File: src/rtl/cpu_mem_pkg.sv
// Shared types for the cpu_mem_bridge slice.
// Optional store-to-load forwarding: CPU_MEM_BRIDGE_FWD_EN.
package cpu_mem_pkg;

  localparam int CPU_AW = 16;
  localparam int CPU_DW = 16;

  typedef enum logic [2:0] {
    IDLE,
    DRAIN,
    RD_REQ,
    RD_WAIT,
    RESP
  } bridge_state_t;

  typedef struct packed {
    logic [CPU_AW-1:0] addr;
    logic [CPU_DW-1:0] data;
  } wb_entry_t;

endpackage

File: src/rtl/cpu_mem_bridge_wr_buf.sv
// Posted-write FIFO; youngest-match lookup when
// CPU_MEM_BRIDGE_FWD_EN is defined.
module wr_buf
  import cpu_mem_pkg::*;
#(
  parameter int DEPTH = 4,
  localparam int PW = $clog2(DEPTH),
  localparam int CW = PW + 1
) (
  input  logic              clk,
  input  logic              reset,
  input  logic              i_push,
  input  logic              i_pop,
  input  wb_entry_t         i_din,
  output wb_entry_t         o_head,
  output logic              o_full,
  output logic              o_empty,
  output logic [CW-1:0]     o_count
`ifdef CPU_MEM_BRIDGE_FWD_EN
  ,
  input  logic [CPU_AW-1:0] i_lk_addr,
  output logic              o_lk_hit,
  output logic [CPU_DW-1:0] o_lk_data
`endif
);

  wb_entry_t     r_mem [DEPTH];
  logic [PW-1:0] r_wr_ptr;
  logic [PW-1:0] r_rd_ptr;
  logic [CW-1:0] r_count;

  always_ff @(posedge clk or posedge reset) begin
    if (reset) begin
      r_wr_ptr <= '0;
      r_rd_ptr <= '0;
      r_count  <= '0;
    end else begin
      if (i_push) r_wr_ptr <= r_wr_ptr + 1'b1;
      if (i_pop)  r_rd_ptr <= r_rd_ptr + 1'b1;
      unique case ({i_push, i_pop})
        2'b10:   r_count <= r_count + 1'b1;
        2'b01:   r_count <= r_count - 1'b1;
        default: r_count <= r_count;
      endcase
    end
  end

  always_ff @(posedge clk) begin
    if (i_push) r_mem[r_wr_ptr] <= i_din;
  end

  assign o_head  = r_mem[r_rd_ptr];
  assign o_count = r_count;
  assign o_empty = (r_count == '0);
  assign o_full  = (r_count == CW'(DEPTH));

`ifdef CPU_MEM_BRIDGE_FWD_EN
  // Scan oldest to youngest so the last hit wins.
  always_comb begin
    o_lk_hit  = 1'b0;
    o_lk_data = '0;
    for (int i = 0; i < DEPTH; i++) begin
      logic [PW-1:0] idx;
      idx = r_rd_ptr + PW'(i);
      if ((CW'(i) < r_count) &&
          (r_mem[idx].addr == i_lk_addr)) begin
        o_lk_hit  = 1'b1;
        o_lk_data = r_mem[idx].data;
      end
    end
  end
`endif

endmodule

File: src/rtl/cpu_mem_bridge.sv
// CPU port to Avalon-MM bridge with posted writes and ordered reads.
// Optional store-to-load forwarding: CPU_MEM_BRIDGE_FWD_EN.
module cpu_mem_bridge
  import cpu_mem_pkg::*;
#(
  parameter int AW       = CPU_AW,
  parameter int DW       = CPU_DW,
  parameter int WB_DEPTH = 4
) (
  input  logic          clk,
  input  logic          reset,
  input  logic [AW-1:0] i_cpu_addr,
  input  logic          i_cpu_rd,
  input  logic          i_cpu_wr,
  input  logic [DW-1:0] i_cpu_wrdata,
  output logic [DW-1:0] o_cpu_rddata,
  output logic          o_cpu_rdvalid,
  output logic          o_cpu_stall,
  output logic [AW-1:0] o_avm_address,
  output logic          o_avm_read,
  output logic          o_avm_write,
  output logic [DW-1:0] o_avm_writedata,
  input  logic          i_avm_waitrequest,
  input  logic [DW-1:0] i_avm_readdata,
  input  logic          i_avm_readdatavalid
);

  localparam int CW = $clog2(WB_DEPTH) + 1;

  bridge_state_t r_state;
  bridge_state_t w_next;
  logic [AW-1:0] r_rd_addr;
  logic [DW-1:0] r_rddata;
  wb_entry_t     w_head;
  wb_entry_t     w_din;
  logic [CW-1:0] w_count;
  logic          w_full;
  logic          w_empty;
  logic          w_open;
  logic          w_wr_acc;
  logic          w_rd_acc;
  logic          w_wr_bus;
  logic          w_pop;
  logic          w_fwd_hit;
  logic [DW-1:0] w_fwd_data;

  assign w_open   = (r_state == IDLE) || (r_state == RESP);
  assign w_wr_acc = w_open && i_cpu_wr && !w_full;
  assign w_rd_acc = w_open && i_cpu_rd && !i_cpu_wr;
  assign w_wr_bus = !w_empty &&
                    ((r_state == IDLE) || (r_state == DRAIN));
  assign w_pop    = w_wr_bus && !i_avm_waitrequest;
  assign w_din    = '{addr: i_cpu_addr, data: i_cpu_wrdata};

  wr_buf #(.DEPTH(WB_DEPTH)) u_wr_buf (
    .clk       (clk),
    .reset     (reset),
    .i_push    (w_wr_acc),
    .i_pop     (w_pop),
    .i_din     (w_din),
    .o_head    (w_head),
    .o_full    (w_full),
    .o_empty   (w_empty),
    .o_count   (w_count)
`ifdef CPU_MEM_BRIDGE_FWD_EN
    ,
    .i_lk_addr (i_cpu_addr),
    .o_lk_hit  (w_fwd_hit),
    .o_lk_data (w_fwd_data)
`endif
  );

`ifndef CPU_MEM_BRIDGE_FWD_EN
  assign w_fwd_hit  = 1'b0;
  assign w_fwd_data = '0;
`endif

  always_comb begin
    w_next = r_state;
    unique case (r_state)
      IDLE, RESP: begin
        w_next = IDLE;
        if (w_rd_acc) begin
          if (w_fwd_hit)     w_next = RESP;
          else if (!w_empty) w_next = DRAIN;
          else               w_next = RD_REQ;
        end
      end
      DRAIN:   if (w_count == '0) w_next = RD_REQ;
      RD_REQ:  if (!i_avm_waitrequest) w_next = RD_WAIT;
      RD_WAIT: if (i_avm_readdatavalid) w_next = RESP;
      default: w_next = IDLE;
    endcase
  end

  always_ff @(posedge clk or posedge reset) begin
    if (reset) begin
      r_state   <= IDLE;
      r_rd_addr <= '0;
      r_rddata  <= '0;
    end else begin
      r_state <= w_next;
      if (w_rd_acc) r_rd_addr <= i_cpu_addr;
      if (w_rd_acc && w_fwd_hit)
        r_rddata <= w_fwd_data;
      else if ((r_state == RD_WAIT) && i_avm_readdatavalid)
        r_rddata <= i_avm_readdata;
    end
  end

  // A write alongside a read takes priority; the read is dropped.
  always_ff @(posedge clk) begin
    if (!reset)
      assert (!(i_cpu_rd && i_cpu_wr))
      else $warning("cpu_mem_bridge: rd+wr together, read dropped");
  end

  assign o_cpu_rddata    = r_rddata;
  assign o_cpu_rdvalid   = (r_state == RESP);
  assign o_cpu_stall     = w_open ? (i_cpu_wr && w_full) : 1'b1;
  assign o_avm_read      = (r_state == RD_REQ);
  assign o_avm_write     = w_wr_bus;
  assign o_avm_address   = o_avm_read ? r_rd_addr :
                           (w_wr_bus ? w_head.addr : '0);
  assign o_avm_writedata = w_wr_bus ? w_head.data : '0;

endmodule

File: config.mk
export PLATFORM = sky130hd
export DESIGN_NAME = cpu_mem_bridge
export DESIGN_NICKNAME = d
export VERILOG_FILES = /design/src/rtl/cpu_mem_pkg.sv /design/src/rtl/cpu_mem_bridge_wr_buf.sv /design/src/rtl/cpu_mem_bridge.sv
export SDC_FILE = /design/constraint.sdc
export NUM_CORES = 1
export LEC_CHECK = 0
export ABC_CLOCK_PERIOD_IN_PS = 3450
export CORE_MARGIN = 4
export CORE_UTILIZATION = 55
export CTS_CLUSTER_SIZE = 24
export DETAILED_ROUTE_END_ITERATION = 8
export GPL_ROUTABILITY_DRIVEN = 0
export PLACE_DENSITY = 0.77
export SLEW_MARGIN = 0
export SYNTH_ARGS = -nofsm -noshare
export SYNTH_HDL_FRONTEND = slang
export SYNTH_SLANG_ARGS = --single-unit
File: constraint.sdc
create_clock -name clk -period 3.45 [get_ports clk]
set_clock_uncertainty 0.1 [all_clocks]
set_input_delay 0.69 -clock clk [delete_from_list [all_inputs] [get_ports clk]]
set_output_delay 0.69 -clock clk [all_outputs]
set_load 0.05 [all_outputs]
# Yosys cells after proc, flatten, opt, wreduce, memory -nomap -nowiden
# Memories as Yosys holds them, arrays and structs flattened.
# Index checks and enable logic that the tools add are counted.
[op_classes]
n_addsub = 4
bitwise = 0
eq_ne = 10
muxes = 13
reduce_logical = 19
order_cmp = 0
mul = 0
div = 0
shifts = 0
[ops]
columns = ["op", "count"]
rows = [
  ["$mux W16", 3],
  ["$pmux W3 S4", 1],
  ["$mux W3", 3],
  ["$logic_and A1 B1 Y1", 8],
  ["$eq A3 B2 Y1 const B", 2],
  ["$eq A3 B3 Y1 const B", 2],
  ["$logic_not A3 Y1", 2],
  ["$ne A2 B2 Y1 const B", 3],
  ["$pmux W3 S2", 1],
  ["$add A2 B1 Y2 const B", 2],
  ["$logic_not A1 Y1", 4],
  ["$mux W2", 2],
  ["$add A3 B1 Y3 const B", 1],
  ["$eq A3 B1 Y1 const B", 1],
  ["$mux W1", 3],
  ["$reduce_and A3 Y1", 1],
  ["$sub A3 B1 Y3 const B", 1],
  ["$eq A2 B1 Y1 const B", 1],
  ["$eq A2 B2 Y1 const B", 1],
  ["$logic_or A1 B1 Y1", 2],
  ["$reduce_bool A2 Y1", 1],
  ["$reduce_or A2 Y1", 1],
]
[word_totals]
wordCells = 53
out_inout_bits = 52
ram_bits = 128
romBits = 0
latch_bits = 0
in_bits = 54
ff_bits = 42
mem_count = 1
[memory_table]
columns = ["name", "depth", "width", "read_ports", "rd_clocked_by_memory_dff", "wr", "line_no", "source"]
rows = [
  ["u_wr_buf.r_mem", 4, 32, 1, 0, 1, "cpu_mem_bridge_wr_buf.sv:27", "wb_entry_t r_mem [DEPTH];"],
]

# Longest topological paths before layout
# Gate-level depths: netlist (run 1).
[depth]
ltp_word = 6
depth_mapped = 10
mapped_depth_nobuf = 9

# Cells and area by module
# A second synthesis (run 1) with hierarchy kept.
[hier_totals]
cells_unflattened = 334
hier_area_um2 = 6770.2
[modules_own_cells]
columns = ["module", "area_each_um2", "seq_area_each_um2", "cells_per_inst", "instances"]
rows = [
  ["wr_buf", 5068.6, 4018.9, 205, 1],
  ["cpu_mem_bridge", 1701.6, 875.8, 129, 1],
]

# Worst setup path after synthesis (run 1)
# Ideal clock, no wire load.
[synth_timing]
path_type = "register to output"
start = "reg r_state[2]"
end = "out o_avm_writedata[10]"
t_arrival_ns = 1.977
path_slack_ns = 0.683
stages_incl_launch_ff = 5
path_buffers = 1
cell_sequence = "dfrtp_1 or2_1 nor2_1 clkbuf_1 and2_1"
[synth_via]
elab_chain_cells = 4
elab_cells_between_ends = 5
[synth_lines]
columns = ["element", "line_no", "source"]
rows = [
  ["start, declared", "cpu_mem_bridge.sv:30", "bridge_state_t r_state;"],
  ["start signal, assigned", "cpu_mem_bridge.sv:102", "r_state <= w_next;"],
  ["$eq A3 B1 Y1 / $logic_not A3 Y1 (equally long branches)", "cpu_mem_bridge.sv:51", "((r_state == IDLE) || (r_state == DRAIN));"],
  ["$logic_or A1 B1 Y1 *", "cpu_mem_bridge.sv:51", ""],
  ["$logic_and A1 B1 Y1 *", "cpu_mem_bridge.sv:50", "assign w_wr_bus = !w_empty &&"],
  ["named net o_avm_write", "cpu_mem_bridge.sv:21", "output logic o_avm_write,"],
  ["$mux W16 *", "cpu_mem_bridge.sv:125", "assign o_avm_writedata = w_wr_bus ? w_head.data : '0;"],
  ["end, declared", "cpu_mem_bridge.sv:22", "output logic [DW-1:0] o_avm_writedata,"],
]
# Mark *: on every way through the listed nets, which the timed path passes. The rest lies on a longest branch.

# Worst setup path in the final report (run 1)
[layout_timing]
start = "reg u_wr_buf.r_rd_ptr[0]"
end = "out o_avm_address[15]"
[layout_via]
elab_chain_cells = 3
[layout_lines]
columns = ["element", "line_no", "source"]
rows = [
  ["start, declared", "cpu_mem_bridge_wr_buf.sv:29", "logic [PW-1:0] r_rd_ptr;"],
  ["start signal, assigned", "cpu_mem_bridge_wr_buf.sv:39", "if (i_pop) r_rd_ptr <= r_rd_ptr + 1'b1;"],
  ["$mem_v2 Z4 W32", "-", ""],
  ["$mux W16", "cpu_mem_bridge.sv:124", "(w_wr_bus ? w_head.addr : '0);"],
  ["$mux W16", "cpu_mem_bridge.sv:123", "assign o_avm_address = o_avm_read ? r_rd_addr :"],
  ["end, declared", "cpu_mem_bridge.sv:19", "output logic [AW-1:0] o_avm_address,"],
]
# Every way passes these cells.

==> run metrics, run 1 <==
Final Net Count just over 500; total number of clock tree sinks 170; worst slack, placed approximately 0.41 ns; maximum number of pins on one net before global-route repair between 40 and 50; peak supply drop ~0.57 mV; clock-pin slew on the worst setup and hold paths 0.06 ns; htree depth 4; remaining antenna violation count after routing 0; data arrival time of the critical path 2.37 ns; worst skew pair latency about 0.42 ns; die extent in x 118.6 um; 1st-pass router iterations 4; initial core utilization about 56%; RSZ-0062 raised after global routing false; total power 0.009187 W; # DRC 0; initial antenna violation count 1; Final Slew Violations 0; fraction of power consumed by sequential logic 31.6%; Slew headroom 37.67%; FP Rows 40; post-synth top area cell sky130_fd_sc_hd__edfxtp_1; syn nets 394; Clock Tree Root sky130_fd_sc_hd__clkbuf_16; number of standard cells after synthesis 334; period utilisation layout 91.53%; WL per Instance around 21 um; sequential cell area 4897 sq um; CTS tree built; setup TNS after final layout 0 ns; total half-perimeter wirelength after legalization and detailed placement 7805 um; global routing usage summed across all routing layers 19.22%; Post-Synthesis Mean Instance Area 20.13 sq um; CP Max Fanout 33; total power per unit cell area 1066 nW/um^2; Pleak 3.166 nW; kind of end point of the critical path primary output; Max Fclk 316.7 MHz; Vert. Die Dim between 100 and 150 um; synthesis warning total 0; met3 Usage GRT 6.316%; fraction of layout instances using a drive strength above 1 29.89%; Worst EP required 2.66 ns; clock group share of total power between 10% and 20%; total number of vias roughly 3400; Setup crit start kind flip-flop; number of clock buffers inserted by TritonCTS 17; transition time at the pin with the least slew margin 0.9335 ns; via count of the first global-routing pass 3768; Psw 0.003514 W; outcome completed; category of the most critical setup path flip-flop to primary output; hold-fix buffer count after cts 0; count of different cell masters after synthesis 36; die outline area 14060 sq um; final setup fails 0; met1 routing resource usage after global routing 23.38%; First DRT Iteration DRCs 196; Switching Fraction a little under two fifths; Post-Syn Area 6723 sq um; register area share after synthesis roughly 73%; average vias per placed instance 5.583; synthesis-to-layout area growth 28.23%; n_diodes 0; placeable core area 12010 sq um; quantity of I/O buffers inserted on ports approximately 110; grt met2 use 32.86%; class of the most critical hold timing path flip-flop to flip-flop; final-report hold violation count 0; clock buffer depth 2; total area of multi-input combinational cells approximately 1700 sq um; relative contribution of combinational cells to total power around half; post-CTS setup-driven buffer insertion count 0; grt total ovfl 0; final critical-path required period between 3 and 4 ns; Max-Cap Viols 0; worst setup slack after layout 0.2922 ns; area share of the leading cell type in the synthesized netlist 57.17%; global-route wire length before repair 20230 um; number of filler instances in the final layout 756; Total Wirelength 12580 um; internal power component 0.005674 W; Yosys reg bits between 150 and 200; Top-Level Pins about 110; top cells by area in the synthesized netlist sky130_fd_sc_hd__edfxtp_1, sky130_fd_sc_hd__dfrtp_1, sky130_fd_sc_hd__mux4_2; most used routing layer met2; post-cts sizing count 0
==> cell families after synthesis <==
group / synth area share, %
buffers and inverters: 2.271
multiplexers: 16.68
XOR/XNOR: 0.7817
adder cells (fa/ha/maj): 1.228
AO/OA/AOI/OAI: 2.512
AND/OR/NAND/NOR: 3.723
flip-flops: 72.81
==> state kept, by name, summed over array words and instances (netlist names) <==
| signal | count |
|---|---|
| o_cpu_rddata | 16 |
| r_rd_addr | 16 |
| r_state | 3 |
| u_wr_buf.o_count | 3 |
| u_wr_buf.r_mem | 128 |
| u_wr_buf.r_rd_ptr | 2 |
| u_wr_buf.r_wr_ptr | 2 |
==> power groups by stage <==
stage / sequential, W / combinational (W) / clock (W)
floorplan: 0.00320 / 0.00266 / 0
global placement: 0.00290 / 0.00455 / 0
detailed placement: 0.00293 / 0.00459 / 0
CTS: 0.00290 / 0.00461 / 0.00178
global route: 0.00295 / 0.00478 / 0.00187
finish: 0.00290 / 0.00455 / 0.00174
==> critical path, stage by stage (launching register included) <==
cell and delay [ns]:
sky130_fd_sc_hd__dfrtp_2 0.37, sky130_fd_sc_hd__buf_4 0.55, sky130_fd_sc_hd__mux4_2 0.59, sky130_fd_sc_hd__a22o_1 0.27, sky130_fd_sc_hd__buf_12 0.17
==> final timing paths <==
kind                            slack, ns  depth (start not counted)            startpoint              endpoint
worst min-delay path                 0.40                          1          r_rd_addr[0]          r_rd_addr[0]
worst min register to register       0.40                          1          r_rd_addr[0]          r_rd_addr[0]
min in group asynchronous            0.72                          2                 reset       o_cpu_rddata[5]
max in group asynchronous            1.89                          2                 reset  u_wr_buf.r_rd_ptr[1]
worst max register to register       0.92                          9   u_wr_buf.o_count[0]   u_wr_buf.o_count[2]
worst max-delay path                 0.29                          4  u_wr_buf.r_rd_ptr[0]     o_avm_address[15]
==> per-stage QoR <==
step	hold slack, ns	std cells	area [sq um]	util [%]
detailed placement	0.3797	580	8078	67.25
global route	0.4280	612	8621	71.77
CTS	0.3997	612	8621	71.77
floorplan	0.3585	334	6723	-
finish	0.4029	612	8621	71.77
global placement	0.3693	580	8078	67.25
==> final cells by class <==
cell class / count / share of cell area, %
clock buffer: 28 / 5.762
clock inverter: 4 / 0.5370
inverter: 10 / 0.4354
multi-input combinational: 138 / 19.46
sequential: 170 / 56.81
tap: 147 / 2.134
timing repair buffer: 115 / 14.86
==> cells in the mapped netlist (all sizes together) <==
master	number
buf	14
xor2	4
nor4b	1
or2	1
o21ai	3
and2b	1
or3b	1
edfxtp	128
mux2i	1
and3	2
fa	1
ha	5
or3	1
a22o	16
nor3	3
inv	10
nand3	1
nor2	3
mux4	32
a21oi	1
nand2	2
and2	21
mux2	33
nor2b	1
nor3b	1
xnor2	2
clkbuf	2
a221oi	1
dfrtp	42
==> layer usage <==
metal	up-vias	wire length (um)	share of wire, %
li1	1545	-	-
met1	1769	5048	40
met2	84	6752	54
met3	17	598	4.8
met4	2	172	1.4
met5	-	12	0.095
==> cell usage in the layout (no fill, tap or decap), types with 16 or more instances in the layout <==
master and instances:
sky130_fd_sc_hd__and2_1 17, sky130_fd_sc_hd__a22o_1 16, sky130_fd_sc_hd__mux2_2 25, sky130_fd_sc_hd__mux4_2 32, sky130_fd_sc_hd__buf_4 24, sky130_fd_sc_hd__clkbuf_16 17, sky130_fd_sc_hd__buf_12 19, sky130_fd_sc_hd__edfxtp_1 128
sky130_fd_sc_hd__dfrtp_1 40, sky130_fd_sc_hd__clkdlybuf4s50_1 72
No activity file was read; power rests on OpenSTA's default activity.
==> inputs of run 2 (changes only) <==
--- a/config.mk
+++ b/config.mk
@@ -7,11 +7,11 @@
 export LEC_CHECK = 0
 export ABC_CLOCK_PERIOD_IN_PS = 3450
 export CORE_MARGIN = 4
-export CORE_UTILIZATION = 55
+export CORE_UTILIZATION = 30
 export CTS_CLUSTER_SIZE = 24
 export DETAILED_ROUTE_END_ITERATION = 8
 export GPL_ROUTABILITY_DRIVEN = 0
-export PLACE_DENSITY = 0.77
+export PLACE_DENSITY = 0.46
 export SLEW_MARGIN = 0
 export SYNTH_ARGS = -nofsm -noshare
 export SYNTH_HDL_FRONTEND = slang
==> run 2 against run 1 <==
Effect of this change:
- first-iteration DRC count grew 1.0%
- final cell count rose by 23%
- non-clock buffer count grew 5
- final area increased by 0.36%
- critical path type unchanged
- largest power group unchanged
==> run metrics, run 2 (synthesized netlist as in run 1, its figures left out) <==
die outline area 24870 sq um; Post-Place Cell Area 8078 sq um; slowest cell delay on critical path 0.44 ns; most common cell after layout, fill and taps aside sky130_fd_sc_hd__edfxtp_1; class of the most critical hold timing path flip-flop to flip-flop; die extent in x 157.7 um; Worst path slowest cell sky130_fd_sc_hd__dfrtp_1; 1st-pass router iterations 4; initial antenna violation count 0; global routing usage summed across all routing layers 11.91%; placed cell count 718; n_diodes 0; outcome completed; quantity of I/O buffers inserted on ports 105; FP Rows 54; Setup crit start kind flip-flop; Slew headroom 63.23%; number of flip-flops in the largest register 128; data arrival time of the critical path 2.16 ns; htree depth 4; Layout Cell Area excl Fill 8652 sq um; number of filler instances in the final layout 1985; remaining antenna violation count after routing 0; number of clock buffers inserted by TritonCTS 17; hold-fix buffer count after cts 0; Psw about 0.0035 W; maximum number of pins on one net before global-route repair 33; period utilisation layout a little under nine tenths; Vert. Die Dim 157.7 um; total power per unit cell area between 1000 and 1500 nW/um^2; Final Slew Violations 0; Routed met1 length 6338 um; Routed met3 length 730 um; Buf+Inv Stages, Crit Path 2; WL per Instance 19.15 um; initial core utilization 30.62%; # DRC 0; Final Net Count 517; Met2 Wirelength between 7000 and 8000 um; Max-Cap Viols 0; clock group share of total power 20.5%; total number of vias 3422; Highest Signal Layer met4; fraction of power consumed by sequential logic 33.0%; Clock Tree Root sky130_fd_sc_hd__clkbuf_16; RSZ-0062 raised after global routing false; clock buffer depth 2; largest register by flop count u_wr_buf.r_mem; relative contribution of combinational cells to total power a little under half; final setup fails 0; total number of clock tree sinks 170; post-CTS setup-driven buffer insertion count 0; Worst EP required 2.66 ns; fraction of layout instances using a drive strength above 1 32.13%; grt total ovfl 0; total area of multi-input combinational cells roughly 1700 sq um; final standard cell count with taps included and fillers excluded 750; final-report hold violation count 0; via count of the first global-routing pass around 3800; transition time at the pin with the least slew margin between 0.5 and 0.6 ns; sequential cell area around 4900 sq um; Post-Route Hold Slack around 0.4 ns; global-route wire length before repair 21870 um; fin util roughly 39%; most used cells in the layout excluding fill and tap cells sky130_fd_sc_hd__edfxtp_1, sky130_fd_sc_hd__clkdlybuf4s50_1, sky130_fd_sc_hd__buf_4; total half-perimeter wirelength after legalization and detailed placement 9280 um; CTS tree built; setup TNS after final layout 0 ns; clock-pin slew on the worst setup and hold paths 0.06 ns; CP Max Fanout 23; post-cts sizing count 0; kind of end point of the critical path primary output; synthesis-to-layout area growth 28.70%; Switching Fraction between 30% and 40%; First DRT Iteration DRCs 198; Total Wirelength 14370 um; family of cells with the greatest summed delay on the critical path simple AND/OR/NAND/NOR gates; internal power component 0.005335 W; worst skew pair latency 0.42 ns; Top-Level Pins 106; peak supply drop approximately 0.42 mV; placeable core area 21960 sq um; category of the most critical setup path flip-flop to primary output; Max Fclk 338.7 MHz; final critical-path required period between 2 and 3 ns; average vias per placed instance 4.563; series of cell instances along the critical path or2_1, nor2_4, buf_12, a22o_1, buf_4; Pleak 3.158 nW; reg2reg setup slack 0.94 ns
[run 2: cell count changes in the layout (fill, tap and decap cells not counted), sizes merged]
cell           delta
clkinvlp          -1
inv               +2
clkbuf            -1
clkinv            +1
clkdlybuf4s50     -1
buf               +6
bufinv            -1
[run 2: power groups by stage]
stage	sequential, W	combinational [W]	clock, W
2_1_floorplan	0.00320	0.00266	0
5_1_grt	0.00298	0.00438	0.00196
3_3_place_gp	0.00295	0.00420	0
6_report	0.00293	0.00412	0.00182
3_5_place_dp	0.00297	0.00421	0
4_1_cts	0.00293	0.00422	0.00188
[run 2: path summary, 6_finish.rpt]
check                                            to                start  depth (start not counted)
max in group asynchronous          o_cpu_rddata[10]                reset                          3
worst min register to register         r_rd_addr[5]         r_rd_addr[5]                          1
worst min-delay path                   r_rd_addr[5]         r_rd_addr[5]                          1
worst max-delay path               o_avm_address[1]           r_state[2]                          5
worst max register to register  u_wr_buf.o_count[2]  u_wr_buf.o_count[0]                          9
min in group asynchronous           o_cpu_rddata[6]                reset                          2
[run 2: final cells by class]
| cell class | count | area share (%) |
|---|---|---|
| clock buffer | 27 | 6.276 |
| clock inverter | 5 | 0.3615 |
| inverter | 10 | 0.4338 |
| multi-input combinational | 138 | 19.52 |
| sequential | 170 | 56.60 |
| tap | 280 | 4.049 |
| timing repair buffer | 120 | 12.75 |
[run 2: metrics by stage]
step,worst slack [ns],total power (W)
2_1_floorplan,0.6826,0.005860
3_3_place_gp,0.6676,0.007149
3_5_place_dp,0.6290,0.007180
4_1_cts,0.4330,0.009029
5_1_grt,0.3554,0.009323
6_report,0.4975,0.008867
[run 2: layer usage]
metal,vias up,GRT usage [%]
met5,-,0
met4,0,2.827
met3,6,3.964
met2,83,20.00
met1,1783,14.99
li1,1550,-
==> inputs of run 3 (changes only) <==
--- a/config.mk
+++ b/config.mk
@@ -7,11 +7,12 @@
 export LEC_CHECK = 0
 export ABC_CLOCK_PERIOD_IN_PS = 3450
 export CORE_MARGIN = 4
-export CORE_UTILIZATION = 30
+export CORE_UTILIZATION = 31
+export CTS_CLUSTER_DIAMETER = 50
 export CTS_CLUSTER_SIZE = 24
 export DETAILED_ROUTE_END_ITERATION = 8
 export GPL_ROUTABILITY_DRIVEN = 0
-export PLACE_DENSITY = 0.46
+export PLACE_DENSITY = 0.47
 export SLEW_MARGIN = 0
 export SYNTH_ARGS = -nofsm -noshare
 export SYNTH_HDL_FRONTEND = slang
==> run 3 against run 2 <==
Effect of this change:
- worst hold slack worse by 0.0050 ns
- first-iteration DRC count shrank 24%
- register-to-register slack about the same
- final cell count decreased by 1.1%
- sequential power rose by 1%
- non-clock buffer count fell by 3
- largest power group unchanged
==> run metrics, run 3 (synthesized netlist as in run 1, its figures left out) <==
Total Wirelength 14360 um; clock-pin slew on the worst setup and hold paths 0.06 ns; Top-Level Pins roughly 110; die extent in x 155.3 um; final-report hold violation count 0; Clock Tree Root sky130_fd_sc_hd__clkbuf_16; worst skew pair latency 0.42 ns; post-cts sizing count 0; transition time at the pin with the least slew margin 0.6350 ns; Final Slew Violations 0; post-CTS setup-driven buffer insertion count 0; initial core utilization between 30% and 40%; synthesis-to-layout area growth 29.56%; Slew headroom 57.53%; Worst EP required 2.66 ns; outcome completed; # DRC 0; CTS tree built; Final Net Count 514; category of the most critical setup path flip-flop to primary output; fraction of layout instances using a drive strength above 1 31.91%; number of clock buffers inserted by TritonCTS 17; total number of clock tree sinks 170; data arrival time of the critical path 2.29 ns; most used cells in the layout excluding fill and tap cells sky130_fd_sc_hd__edfxtp_1, sky130_fd_sc_hd__clkdlybuf4s50_1, sky130_fd_sc_hd__buf_4; total area of multi-input combinational cells 1689 sq um; placeable core area 21150 sq um; Max Fclk 324.8 MHz; CP Max Fanout 26; remaining antenna violation count after routing 0; maximum number of pins on one net before global-route repair 34; total power per unit cell area 1037 nW/um^2; Post-Place Cell Area 8087 sq um; Max-Cap Viols 0; quantity of I/O buffers inserted on ports 105; Layout Cell Area excl Fill between 8000 and 9000 sq um; total half-perimeter wirelength after legalization and detailed placement 9318 um; class of the most critical hold timing path flip-flop to flip-flop; global-route wire length before repair 21950 um; sequential cell area 4897 sq um; setup TNS after final layout 0 ns; Switching Fraction 39.52%; Setup crit start kind flip-flop; Pleak 3.152 nW; 1st-pass router iterations 4; htree depth 4; RSZ-0062 raised after global routing false; global routing usage summed across all routing layers 12.21%; die outline area 24110 sq um; n_diodes 0; WL per Instance 19.35 um; final critical-path required period 3.079 ns; hold-fix buffer count after cts 0; clock group share of total power a little over a fifth; FP Rows 53; number of flip-flops in the largest register 128; number of filler instances in the final layout 1883; internal power component roughly 0.0055 W; Vert. Die Dim 155.3 um; total number of vias 3436; peak supply drop 0.4703 mV; relative contribution of combinational cells to total power 45.2%; kind of end point of the critical path primary output; fraction of power consumed by sequential logic between 30 and 40%; First DRT Iteration DRCs 150; period utilisation layout 89.24%; average vias per placed instance 4.631; final setup fails 0; clock buffer depth 2; via count of the first global-routing pass 3855; largest register by flop count u_wr_buf.r_mem; most common cell after layout, fill and taps aside sky130_fd_sc_hd__edfxtp_1; grt total ovfl 0; Psw 0.003570 W; initial antenna violation count 0
[run 3: cell types whose count changed in the layout (fill, tap and decap cells not counted), moves of 3 or more]
cell                         previous run  this run
sky130_fd_sc_hd__buf_12                 2         5
sky130_fd_sc_hd__buf_4                 47        41
sky130_fd_sc_hd__bufinv_16              0         4
sky130_fd_sc_hd__clkbuf_1               3         0
sky130_fd_sc_hd__clkbuf_8               3         0
sky130_fd_sc_hd__clkinvlp_4             0         4
[run 3: power by group through the flow]
stage,combinational (W),clock [W],sequential (W)
after CTS,0.00417,0.00204,0.00298
after global routing,0.00431,0.00213,0.00303
final,0.00408,0.00198,0.00297
after floorplan,0.00266,0,0.00320
after detailed placement,0.00416,0,0.00302
after global placement,0.00414,0,0.00301
[run 3: layout make-up]
| class | count | share of cell area (%) |
|---|---|---|
| inverter | 10 | 0.4310 |
| timing repair buffer | 117 | 12.84 |
| clock inverter | 15 | 2.270 |
| multi-input combinational | 138 | 19.39 |
| sequential | 170 | 56.23 |
| tap | 275 | 3.951 |
| clock buffer | 17 | 4.884 |
[run 3: final timing paths]
path                                      start                  end  cells past startpoint  slack, ns
setup / recovery           u_wr_buf.r_rd_ptr[0]    o_avm_address[14]                      4       0.37
hold / removal                     r_rd_addr[0]         r_rd_addr[0]                      1       0.39
setup reg to reg            u_wr_buf.o_count[0]  u_wr_buf.o_count[2]                      9       0.93
hold reg to reg                    r_rd_addr[0]         r_rd_addr[0]                      1       0.39
max in group asynchronous                 reset         r_rd_addr[7]                      3       2.21
min in group asynchronous                 reset      o_cpu_rddata[4]                      2       0.45
[run 3: stage by stage]
step	setup slack [ns]	hold WS, ns	utilization [%]	std cells	total power [W]
global placement	0.6460	0.3735	38.23	710	0.007146
floorplan	0.6826	0.3585	-	334	0.005860
global route	0.2313	0.4081	41.17	742	0.009468
CTS	0.3130	0.3918	41.17	742	0.009194
finish	0.3714	0.3890	41.17	742	0.009034
detailed placement	0.6084	0.3776	38.23	710	0.007180
[run 3: per-layer routing]
metal	vias up	global-route usage [%]	routed length (um)
met5	-	0	0
met4	0	3.251	114
met1	1799	15.57	6321
li1	1552	-	-
met3	10	4.256	740
met2	75	19.98	7181
[run 3: worst max-delay path, cell delays in order (launching register included)]
cell	delay, ns
sky130_fd_sc_hd__dfrtp_2	0.57
sky130_fd_sc_hd__buf_12	0.30
sky130_fd_sc_hd__mux4_2	0.54
sky130_fd_sc_hd__a22o_1	0.25
sky130_fd_sc_hd__buf_4	0.20
